[config.mk]
export PLATFORM = sky130hd
export DESIGN_NAME = mem_stage_lsu
export DESIGN_NICKNAME = d
export VERILOG_FILES = /design/src/rtl/mem_stage_lsu.sv
export SDC_FILE = /design/constraint.sdc
export NUM_CORES = 1
export LEC_CHECK = 0
export BUFFER_PORTS_ARGS = -buffer_cell sky130_fd_sc_hd__buf_2
export CORE_UTILIZATION = 51
export CTS_CLUSTER_SIZE = 20
export DETAILED_ROUTE_END_ITERATION = 10
export GPL_TIMING_DRIVEN = 0
export PLACE_DENSITY = 0.85
export SYNTH_ARGS = -nofsm -noshare
export SYNTH_HDL_FRONTEND = slang
export SYNTH_SLANG_ARGS = --single-unit
[constraint.sdc]
create_clock -name CLK -period 3.8 [get_ports CLK]
set_clock_uncertainty 0.1 [all_clocks]
set_input_delay 0.38 -clock CLK [delete_from_list [all_inputs] [get_ports CLK]]
set_output_delay 0.38 -clock CLK [all_outputs]
set_load 0.01 [all_outputs]
[src/rtl/mem_stage_lsu.sv]
// MEM-stage load/store unit: issues one dmem req/ack transaction per memory op and returns the extended load value.
// Optional macro LSU_TIMEOUT_EN adds a REQ watchdog that ends a stuck access with bus_err_o.
module mem_stage_lsu #(
  parameter int TIMEOUT_CYCLES = 16
) (
  input  logic        CLK,
  input  logic        RST,
  input  logic        valid_i,
  input  logic        mem_en_i,
  input  logic        mem_we_i,
  input  logic [1:0]  size_i,
  input  logic        unsigned_i,
  input  logic [31:0] addr_i,
  input  logic [31:0] wdata_i,
  input  logic        ext_stall_i,
  output logic        dmem_req_o,
  output logic        dmem_we_o,
  output logic [31:0] dmem_addr_o,
  output logic [31:0] dmem_wdata_o,
  output logic [3:0]  dmem_be_o,
  input  logic        dmem_ack_i,
  input  logic [31:0] dmem_rdata_i,
  output logic [31:0] load_data_o,
  output logic        stall_o,
  output logic        misaligned_o,
  output logic        bus_err_o
);

  typedef enum logic [1:0] {S_IDLE = 2'd0, S_REQ = 2'd1, S_DONE = 2'd2} state_t;

  state_t      r_state;
  logic        r_req;
  logic        r_we;
  logic [31:0] r_addr;
  logic [31:0] r_wdata;
  logic [3:0]  r_be;
  logic [1:0]  r_size;
  logic [1:0]  r_off;
  logic        r_unsigned;
  logic [31:0] r_load_data;

  logic        w_op;
  logic        w_aligned;
  logic [3:0]  w_be;
  logic [31:0] w_wdata;
  logic [31:0] w_shifted;
  logic [31:0] w_ext;

  assign w_op = valid_i & mem_en_i;

  // Size 2'b11 falls into the default (word) arm everywhere.
  always_comb begin
    w_aligned = 1'b1;
    w_be      = 4'b1111;
    w_wdata   = wdata_i;
    case (size_i)
      2'b00: begin
        w_aligned = 1'b1;
        w_be      = 4'b0001 << addr_i[1:0];
        w_wdata   = {4{wdata_i[7:0]}};
      end
      2'b01: begin
        w_aligned = ~addr_i[0];
        w_be      = addr_i[1] ? 4'b1100 : 4'b0011;
        w_wdata   = {2{wdata_i[15:0]}};
      end
      default: begin
        w_aligned = (addr_i[1:0] == 2'b00);
        w_be      = 4'b1111;
        w_wdata   = wdata_i;
      end
    endcase
  end

  assign w_shifted = dmem_rdata_i >> {r_off, 3'b000};

  always_comb begin
    w_ext = dmem_rdata_i;
    case (r_size)
      2'b00:   w_ext = {{24{~r_unsigned & w_shifted[7]}}, w_shifted[7:0]};
      2'b01:   w_ext = {{16{~r_unsigned & w_shifted[15]}}, w_shifted[15:0]};
      default: w_ext = dmem_rdata_i;
    endcase
    if (r_we) begin
      w_ext = 32'd0;
    end
  end

`ifdef LSU_TIMEOUT_EN
  localparam int CNT_W = $clog2(TIMEOUT_CYCLES + 1);
  logic [CNT_W-1:0] r_cnt;
  logic             r_bus_err;
  assign bus_err_o = r_bus_err;
`else
  logic w_unused_timeout;
  assign w_unused_timeout = (TIMEOUT_CYCLES > 0);
  assign bus_err_o        = 1'b0;
`endif

  always_ff @(negedge CLK or negedge RST) begin
    if (!RST) begin
      r_state     <= S_IDLE;
      r_req       <= 1'b0;
      r_we        <= 1'b0;
      r_addr      <= 32'd0;
      r_wdata     <= 32'd0;
      r_be        <= 4'd0;
      r_size      <= 2'd0;
      r_off       <= 2'd0;
      r_unsigned  <= 1'b0;
      r_load_data <= 32'd0;
`ifdef LSU_TIMEOUT_EN
      r_cnt       <= '0;
      r_bus_err   <= 1'b0;
`endif
    end else begin
      case (r_state)
        S_IDLE: begin
          if (w_op && w_aligned) begin
            r_state    <= S_REQ;
            r_req      <= 1'b1;
            r_addr     <= {addr_i[31:2], 2'b00};
            r_we       <= mem_we_i;
            r_be       <= w_be;
            r_wdata    <= w_wdata;
            r_size     <= size_i;
            r_off      <= addr_i[1:0];
            r_unsigned <= unsigned_i;
`ifdef LSU_TIMEOUT_EN
            r_cnt      <= '0;
`endif
          end
        end
        S_REQ: begin
          if (dmem_ack_i) begin
            r_state     <= S_DONE;
            r_req       <= 1'b0;
            r_load_data <= w_ext;
          end
`ifdef LSU_TIMEOUT_EN
          else if (r_cnt == CNT_W'(TIMEOUT_CYCLES - 1)) begin
            r_state     <= S_DONE;
            r_req       <= 1'b0;
            r_load_data <= 32'd0;
            r_bus_err   <= 1'b1;
          end else begin
            r_cnt <= r_cnt + CNT_W'(1);
          end
`endif
        end
        S_DONE: begin
          // Leaving DONE is the edge on which the pipeline advances.
          if (!ext_stall_i) begin
            r_state     <= S_IDLE;
            r_load_data <= 32'd0;
`ifdef LSU_TIMEOUT_EN
            r_bus_err   <= 1'b0;
`endif
          end
        end
        default: r_state <= S_IDLE;
      endcase
    end
  end

  assign dmem_req_o   = r_req;
  assign dmem_we_o    = r_we;
  assign dmem_addr_o  = r_addr;
  assign dmem_wdata_o = r_wdata;
  assign dmem_be_o    = r_be;
  assign load_data_o  = r_load_data;

  assign stall_o      = RST & (((r_state == S_IDLE) & w_op & w_aligned) | (r_state == S_REQ));
  assign misaligned_o = RST & (r_state == S_IDLE) & w_op & ~w_aligned;

endmodule
==> results.py, run 1 <==
metrics = {
    "run_status": {
        "status": "finished with violations",
        "violations": "negative setup slack",
    },
    "placement": {
        "post_dp_cell_area_um2": 6171,
        "io_buffers": 205,
        "dpl.hpwl_um": 10510,
        "gp_congestion": 0.8550,
        "pre_cts_slack_ns": -0.2038,
    },
    "route": {
        "wl_per_cell_um": 15.67,
        "firstDrtPassIters": 5,
        "antenna_left": 0,
        "drc": 0,
        "drt-initial-drc-count": 277,
        "viasPerCell": 5.322,
        "dr_total_vias": 4758,
        "drt_wl_total_um": 14010,
    },
    "clocking": {
        "numCtsBuffers": 9,
        "clock-root-buffer": "clkbuf_8",
        "cts.sinks": 107,
        "htreeDepth": 3,
        "clockBufferDepth": 2,
        "clkLatencyLatePin_ns": 0.34,
        "cts_tree": "yes",
        "clkSlewWorstSetupHoldPaths_ns": 0.07,
    },
    "hold_path": {
        "min_from": "dmem_wdata_o[4]",
        "hold_class": "flop to flop",
        "holdPathEnd": "dmem_wdata_o[4]",
        "hold_depth": 2,
    },
    "final_layout": {
        "n_antenna_cell": 0,
        "multi_input_area_um2": 2096,
        "finalNetCount": 866,
        "n_fill_cell": 769,
        "final_area_um2": 6425,
        "drive_gt1_share_pct": 35.16,
        "synthToLayoutAreaGrowth_pct": 29.90,
        "seqCellArea_um2": 2678,
    },
    "grt": {
        "grt_util_all_layers_pct": 28.46,
        "grt_max_degree": 60,
        "antenna_found_initial": 0,
        "grt_pass1_vias": 4741,
        "grt_use_met1_pct": 36.52,
        "grt_pass1_wl_um": 22360,
        "grt_busiest_layer": "met2",
        "overflow": 0,
        "grt_util_met3_pct": 4.993,
        "met2_usage_pct": 48.26,
    },
    "sta": {
        "relSlewSlack_pct": 54.38,
        "layout_setup_ws_ns": -0.07515,
        "rsz0062_at_grt": "true",
        "worstMarginPinSlew_ns": 0.6843,
        "holdWs_ns": 0.3195,
        "hold_violations": 0,
        "setup_violations": 2,
        "finalMaxSlewViolations": 0,
        "fin_setup_tns_ns": -0.08270,
    },
    "yosys": {
        "yosysWarnings": 0,
        "seq_area_frac_synth_pct": 54.14,
        "synth_cell_types": 39,
        "synth-seq-cells": 107,
        "avgSynthCellArea_um2": 9.228,
        "synth_cells": 536,
        "syn_area_um2": 4946,
    },
    "die": {
        "core_um2": 9328,
        "die_y_um": 100.5,
        "die_w_um": 100.5,
        "start_util_pct": 53.02,
        "ios": 211,
        "die_area_um2": 10100,
        "fp-row-count": 35,
    },
    "setup_path": {
        "crit_path_max_fanout": 4,
        "critPathCaptureType": "output port",
        "critPathRequiredTime_ns": 3.32,
        "reg2reg_to": "load_data_o[16]",
        "cp.arrival_ns": 3.40,
        "r2r_slack_ns": 1.80,
        "path_cells": "and4bb_2 -> buf_6 -> nand2_4 -> nor3_2 -> buf_2",
        "max_stage_delay_ns": 0.36,
        "rr_startpoint": "r_state[0]",
        "critPathSlowestCell": "dfrtn_1",
        "path_class": "flop to output port",
        "r2r_cells": 7,
        "cp-start-kind": "flop",
    },
    "power": {
        "leakagePower_nw": 3.477,
        "power_density_nw_per_um2": 603.4,
        "finalPower_mw": 3.877,
        "ir_drop_v": 0.0003649,
    },
    "job": {
        "cap_violations": 0,
    },
}
through the flow:
step | std cells | utilization, %
2_1_floorplan | 538 | -
3_3_place_gp | 872 | 65.84
3_5_place_dp | 873 | 66.16
4_1_cts | 894 | 68.71
5_1_grt | 894 | 68.88
6_report | 894 | 68.88
where the power goes:
part           switching (mW)  internal [mW]  total [mW]  leakage [nW]
logic                   0.832          0.616        1.45          2.03
registers               0.223           1.55        1.78          1.36
clock network           0.392          0.260       0.652        0.0895
total                    1.45           2.43        3.88          3.48
critical path, delay by kind of cell (launching register included):
kind / cells / cell delay (ns)
AND/OR/NAND/NOR: 3 / 0.50
buffers and inverters: 2 / 0.28
flip-flops: 1 / 0.36
sequential cells by signal, indices dropped and copies added (netlist names):
register	count
r_off	2
dmem_wdata_o	32
dmem_req_o	1
load_data_o	32
dmem_we_o	1
dmem_addr_o	30
r_unsigned	1
dmem_be_o	4
r_size	2
r_state	2
cell usage after synthesis:
| cell type | n | area [um^2] |
|---|---|---|
| dfrtn_1 | 107 | 2678 |
| nor3_1 | 2 | 10.01 |
| nand4bb_1 | 1 | 11.26 |
| mux2_1 | 1 | 11.26 |
| o21ai_0 | 38 | 190.2 |
| nor2_2 | 2 | 12.51 |
| and4bb_2 | 1 | 12.51 |
| buf_4 | 5 | 37.54 |
| buf_2 | 22 | 110.1 |
| nor2_1 | 22 | 82.58 |
| a2bb2oi_1 | 1 | 8.760 |
| clkbuf_1 | 8 | 30.03 |
| nand2_1 | 176 | 660.6 |
| and4b_1 | 1 | 10.01 |
| mux2i_1 | 33 | 330.3 |
| o21ai_1 | 22 | 110.1 |
| a221oi_1 | 1 | 8.760 |
| nand3_1 | 2 | 10.01 |
| o21a_1 | 1 | 7.510 |
| nor3_2 | 1 | 10.01 |
| mux2_4 | 1 | 15.01 |
| a21oi_4 | 1 | 16.27 |
| buf_6 | 1 | 11.26 |
| a21oi_1 | 24 | 120.1 |
| or2_2 | 1 | 6.260 |
| conb_1 | 1 | 3.750 |
| inv_1 | 5 | 18.77 |
| a21o_1 | 1 | 7.510 |
| a22o_1 | 3 | 26.28 |
| o211ai_1 | 9 | 67.56 |
| nand2b_1 | 6 | 37.54 |
| a22oi_1 | 23 | 172.7 |
| o21ai_2 | 4 | 35.03 |
| o31a_1 | 1 | 8.760 |
| a21boi_1 | 1 | 7.510 |
| nand3b_1 | 3 | 22.52 |
| xnor2_1 | 1 | 8.760 |
| o22ai_1 | 1 | 6.260 |
| nor2b_1 | 2 | 12.51 |
what timing repair did:
action | CTS | global route
resized for setup | 6 | 6
setup endpoints to repair | 2 | 2
hold buffers | 0 | 0
buffers inserted | 5 | 2
pin swaps | 3 | 3
cell usage in the layout, fill, tap and decap left out, types with 3 or more instances in the layout:
cell and instances:
a21oi_1 24, a22o_1 3, a22oi_1 23, buf_2 224, buf_4 12, clkbuf_1 9, clkbuf_8 10, clkinv_4 3
conb_1 3, dfrtn_1 107, inv_1 5, mux2i_1 33, nand2_1 175, nand2b_1 6, nand3b_1 3, nor2_1 22
o211ai_1 9, o21ai_0 38, o21ai_1 21, o21ai_2 4
routing by layer:
layer,up-vias,share of wire [%]
li1,2252,-
met1,2271,41
met2,214,49
met3,21,7.3
met4,0,2.0
met5,-,0
worst max-delay path by stage:
stage / cells after the start / to / from
floorplan: 5 / stall_o / r_state[0]
global placement: 1 / dmem_addr_o[9] / RST
detailed placement: 6 / stall_o / r_state[0]
CTS: 6 / stall_o / r_state[1]
global route: 5 / misaligned_o / r_state[0]
finish: 5 / misaligned_o / r_state[0]
area by class of cell:
cell class / instances / share of cell area, %
Tap cell: 129 / 2.512
Buffer: 34 / 2.785
Clock inverter: 5 / 0.6037
Sequential cell: 107 / 41.67
Inverter: 5 / 0.2921
Multi-Input combinational cell: 390 / 32.62
Clock buffer: 11 / 2.201
Timing Repair Buffer: 213 / 17.31
kinds of logic after synthesis:
kind of cell | share of synthesized area (%)
simple gates | 18.16
compound gates | 16.04
flops | 54.14
buf+inv | 4.200
mux | 7.210
xor+xnor | 0.1771
other cells | 0.07582
No activity file was read; power rests on OpenSTA's default activity.
==> run 2, diff against run 1 <==
--- a/config.mk
+++ b/config.mk
@@ -13,2 +13,3 @@
 export PLACE_DENSITY = 0.85
+export SKIP_LAST_GASP = 1
 export SYNTH_ARGS = -nofsm -noshare
--- a/constraint.sdc
+++ b/constraint.sdc
@@ -4,2 +4,2 @@
 set_output_delay 0.38 -clock CLK [all_outputs]
-set_load 0.01 [all_outputs]
+set_load 0.05 [all_outputs]
==> run 2 against run 1 <==
Net effect: the run still ends with negative setup slack left; routed wire length up 1.3%; first-iteration DRC count down 20%; non-clock buffer count unchanged; die area unchanged; register-to-register slack about the same; cell count unchanged; sequential power about the same; critical endpoint unchanged; largest power group is now combinational cells.
==> results.py, run 2 (same netlist as run 1, synthesis figures left out) <==
metrics = {
    "route": {
        "viasPerCell": 5.331,
        "wl_met1_um": 5722,
        "drc": 0,
        "dr_total_vias": 4766,
        "wl_met2_um": 7090,
        "antenna_left": 0,
        "wl_per_cell_um": 15.88,
        "routed.top_layer": "met4",
        "wl_met3_um": 990,
        "drt_wl_total_um": 14200,
        "firstDrtPassIters": 5,
        "drt-initial-drc-count": 221,
    },
    "grt": {
        "antenna_found_initial": 0,
        "grt_util_all_layers_pct": 29.00,
        "grt_pass1_wl_um": 22490,
        "grt_pass1_vias": 4657,
        "overflow": 0,
        "grt_max_degree": 57,
    },
    "final_layout": {
        "n_antenna_cell": 0,
        "synthToLayoutAreaGrowth_pct": 30.36,
        "final_area_um2": 6447,
        "finalNetCount": 866,
        "final_common_cell": "buf_2",
        "multi_input_area_um2": 2091,
        "seqCellArea_um2": 2678,
        "n_fill_cell": 776,
        "layout_common_cells": "buf_2, nand2_1, dfrtn_1",
        "drive_gt1_share_pct": 35.29,
    },
    "power": {
        "leakagePower_nw": 3.483,
        "ir_drop_v": 0.0004341,
        "finalPower_mw": 5.078,
        "power_density_nw_per_um2": 787.5,
    },
    "clocking": {
        "postCtsHoldBufs": 0,
        "clockBufferDepth": 2,
        "numCtsBuffers": 9,
        "htreeDepth": 3,
        "cts.sinks": 107,
        "clkSlewWorstSetupHoldPaths_ns": 0.07,
        "clock-root-buffer": "clkbuf_8",
        "clkLatencyLatePin_ns": 0.35,
        "cts_tree": "yes",
    },
    "placement": {
        "io_buffers": 205,
        "gp_congestion": 0.8731,
        "dpl.hpwl_um": 10790,
        "post_dp_cell_area_um2": 6180,
    },
    "hold_path": {
        "hold_class": "flop to flop",
    },
    "die": {
        "die_w_um": 100.5,
        "die_area_um2": 10100,
        "fp-row-count": 35,
        "ios": 211,
        "start_util_pct": 53.02,
        "die_y_um": 100.5,
        "core_um2": 9328,
    },
    "setup_path": {
        "r2r_slack_ns": 1.80,
        "crit_path_max_fanout": 3,
        "critPathCaptureType": "output port",
        "critPathRequiredTime_ns": 3.32,
        "cp-start-kind": "flop",
        "cp.arrival_ns": 3.44,
        "path_class": "flop to output port",
    },
    "sta": {
        "layout_setup_ws_ns": -0.1230,
        "worstMarginPinSlew_ns": 0.7299,
        "relSlewSlack_pct": 51.34,
        "holdWs_ns": 0.3146,
        "setup_violations": 2,
        "finalMaxSlewViolations": 0,
        "rsz0062_at_grt": "true",
        "hold_violations": 0,
    },
    "run_status": {
        "status": "finished with violations",
        "violations": "negative setup slack",
    },
    "job": {
        "cap_violations": 0,
    },
}
==> run 2: timing repair <==
| item | in CTS | in global routing |
|---|---|---|
| buffers inserted | 5 | 2 |
| resized for setup | 10 | 3 |
| pin swaps | 3 | 3 |
| setup endpoints to repair | 2 | 2 |
==> run 2: final timing paths <==
check,startpoint,to,depth (start not counted)
worst max-delay path,r_state[0],misaligned_o,5
max in group asynchronous,RST,dmem_addr_o[16],2
worst min-delay path,dmem_wdata_o[7],dmem_wdata_o[7],2
worst min register to register,dmem_wdata_o[7],dmem_wdata_o[7],2
worst max register to register,r_state[1],load_data_o[16],7
min in group asynchronous,RST,load_data_o[30],1
==> run 2: final cells by class <==
| type | count | area share (%) |
|---|---|---|
| clock buffers | 11 | 2.348 |
| flip-flops and latches | 107 | 41.53 |
| inverters | 5 | 0.2911 |
| well taps | 129 | 2.503 |
| repair buffers | 213 | 17.45 |
| plain buffers | 34 | 2.775 |
| clock inverters | 5 | 0.6792 |
| multi-input cells | 390 | 32.43 |
==> run 2: routing by layer <==
layer	up-vias	track usage (%)
li1	2251	-
met5	-	0
met1	2262	36.11
met4	0	13.15
met3	31	5.201
met2	222	49.42
==> run 2: stage by stage <==
step	setup TNS, ns	util [%]	instances	setup WS, ns
2_1_floorplan	-0.1705	-	538	-0.1705
3_3_place_gp	-76.19	65.93	872	-0.7164
3_5_place_dp	-0.2595	66.25	873	-0.2595
4_1_cts	-0.4045	69.09	894	-0.2314
5_1_grt	-0.3153	69.12	894	-0.1778
6_report	-0.1977	69.12	894	-0.1230
==> run 2: where the power goes <==
group / switching (mW) / internal [mW]
sequential: 0.223 / 1.55
clock: 0.409 / 0.284
combinational: 1.98 / 0.623
==> run 2: worst max-delay path: stages, from the launching register on <==
cell	delay (ns)
dfrtn_1	0.36
and4bb_2	0.36
buf_6	0.12
nand2_2	0.05
nor3_2	0.13
buf_6	0.18
==> run 3, diff against run 2 <==
- CORE_UTILIZATION: 51 -> 43
- PLACE_DENSITY: 0.85 -> 0.76
- clock period: 3.8 -> 3.4 ns (I/O delays scaled with it)
==> run 3 against run 2 <==
Net effect: the flow still finishes with violations (negative setup slack); highest routed layer unchanged; critical endpoint unchanged; die area up 18%; largest cell class unchanged; critical path type unchanged; cell area grew 2.4%; combinational power is 12% higher; register-to-register slack worse by 0.46 ns; sequential share of layout area fell by 0.98 points; largest power group unchanged.
==> results.py, run 3 (same netlist as run 1, synthesis figures left out) <==
metrics = {
    "route": {
        "wl_met1_um": 5980,
        "drt_wl_total_um": 14700,
        "viasPerCell": 5.310,
        "drc": 0,
        "dr_total_vias": 4827,
        "antenna_left": 0,
        "routed.top_layer": "met4",
        "drt-initial-drc-count": 246,
        "wl_met3_um": 1006,
        "firstDrtPassIters": 5,
        "wl_met2_um": 7307,
        "wl_per_cell_um": 16.17,
    },
    "job": {
        "cap_violations": 0,
    },
    "setup_path": {
        "path_class": "flop to output port",
        "max_stage_delay_ns": 0.34,
        "rr_startpoint": "r_state[0]",
        "path_cells": "and4bb_2 -> buf_6 -> nand2_4 -> nor3_4 -> buf_6",
        "critPathRequiredTime_ns": 2.96,
        "critPathSlowestCell": "dfrtn_1",
        "r2r_cells": 7,
        "cp.arrival_ns": 3.18,
        "crit_path_frequent_cell": "buf_6",
        "reg2reg_to": "load_data_o[20]",
        "critPathCaptureType": "output port",
        "cp-start-kind": "flop",
        "r2r_slack_ns": 1.34,
        "crit_path_max_fanout": 2,
    },
    "clocking": {
        "clock-root-buffer": "clkbuf_16",
        "cts_tree": "yes",
        "cts.sinks": 107,
        "numCtsBuffers": 9,
        "htreeDepth": 3,
        "clkSlewWorstSetupHoldPaths_ns": 0.05,
        "clkLatencyLatePin_ns": 0.34,
        "clockBufferDepth": 2,
        "postCtsHoldBufs": 0,
    },
    "power": {
        "power_density_nw_per_um2": 892.5,
        "ir_drop_v": 0.0005136,
        "leakagePower_nw": 3.548,
    },
    "grt": {
        "grt_pass1_vias": 4848,
        "overflow": 0,
        "antenna_found_initial": 1,
        "grt_util_all_layers_pct": 25.42,
        "grt_max_degree": 67,
        "grt_pass1_wl_um": 23330,
    },
    "hold_path": {
        "holdPathEnd": "dmem_addr_o[18]",
        "hold_class": "flop to flop",
        "min_from": "dmem_addr_o[18]",
        "hold_depth": 2,
    },
    "run_status": {
        "status": "finished with violations",
        "violations": "negative setup slack",
    },
    "sta": {
        "relSlewSlack_pct": 57.44,
        "finalMaxSlewViolations": 0,
        "hold_violations": 0,
        "holdWs_ns": 0.3156,
        "layout_setup_ws_ns": -0.2209,
        "worstMarginPinSlew_ns": 0.6377,
        "setup_violations": 2,
        "rsz0062_at_grt": "true",
    },
    "placement": {
        "gp_congestion": 0.8844,
        "pre_cts_slack_ns": -0.2981,
        "io_buffers": 205,
        "dpl.hpwl_um": 11100,
    },
    "final_layout": {
        "synthToLayoutAreaGrowth_pct": 33.52,
        "finalNetCount": 869,
        "seqCellArea_um2": 2678,
        "drive_gt1_share_pct": 35.68,
        "final_common_cell": "buf_2",
        "layout_common_cells": "buf_2, nand2_1, dfrtn_1",
        "n_fill_cell": 1004,
        "multi_input_area_um2": 2116,
    },
    "die": {
        "die_y_um": 109.3,
        "die_area_um2": 11940,
        "core_um2": 11030,
        "fp-row-count": 38,
        "die_w_um": 109.3,
        "ios": 211,
        "start_util_pct": 44.84,
    },
}
run 3: cell types whose count changed in the layout (fill, tap and decap cells not counted), moves of 2 or more:
cell	change
buf_2	-4
inv_6	-3
clkbuf_16	+9
buf_4	+4
clkbuf_8	-10
clkbuf_4	+3
clkinv_2	+2
run 3: metrics by stage:
step | cells | cell area, um^2 | power (mW) | utilization [%] | TNS (ns)
after floorplan | 538 | 4992 | 4.145 | - | -0.1202
after global placement | 883 | 6193 | 4.856 | 56.15 | -99.65
after detailed placement | 884 | 6223 | 4.920 | 56.42 | -6.111
after CTS | 905 | 6558 | 5.920 | 59.45 | -1.150
after global routing | 909 | 6604 | 6.208 | 59.87 | -1.242
final | 909 | 6604 | 5.894 | 59.87 | -0.4117
run 3: layout make-up:
cell class	instances	area share [%]
clock inverter	4	0.3979
buffer	34	2.880
tap	140	2.653
sequential	107	40.55
inverter	5	0.2842
antenna	1	0.03789
timing repair buffer	216	17.43
multi-input combinational	390	32.04
clock buffer	12	3.732
run 3: repair_timing:
item | 4_1_cts | 5_1_grt
pin swaps | 3 | 4
setup endpoints to repair | 2 | 62
resized for setup | 8 | 9
buffers inserted | 6 | 4
run 3: metal layers:
| metal | vias up | GRT usage, % |
|---|---|---|
| met2 | 213 | 42.72 |
| met4 | 0 | 11.90 |
| li1 | 2268 | - |
| met5 | - | 0 |
| met3 | 35 | 4.304 |
| met1 | 2311 | 31.86 |
run 3: worst max-delay path by stage:
stage	startpoint	slack, ns	to	depth (start not counted)
detailed placement	r_state[0]	-0.30	stall_o	6
CTS	r_state[0]	-0.29	misaligned_o	5
global placement	RST	-0.91	dmem_addr_o[14]	1
global route	r_state[0]	-0.29	misaligned_o	5
finish	r_state[1]	-0.22	misaligned_o	5
floorplan	r_state[0]	-0.12	stall_o	5
run 3: report_power, final:
part / internal, mW / switching, mW / leakage [nW] / total, mW
logic: 0.704 / 2.23 / 2.06 / 2.93
registers: 1.74 / 0.250 / 1.36 / 1.99
clock network: 0.517 / 0.457 / 0.133 / 0.974
total: 2.96 / 2.94 / 3.55 / 5.89
run 3: critical path, delay by kind of cell, from the launching register on:
family        cells  cell delay, ns
simple gates      3            0.50
buf+inv           2            0.30
flops             1            0.34
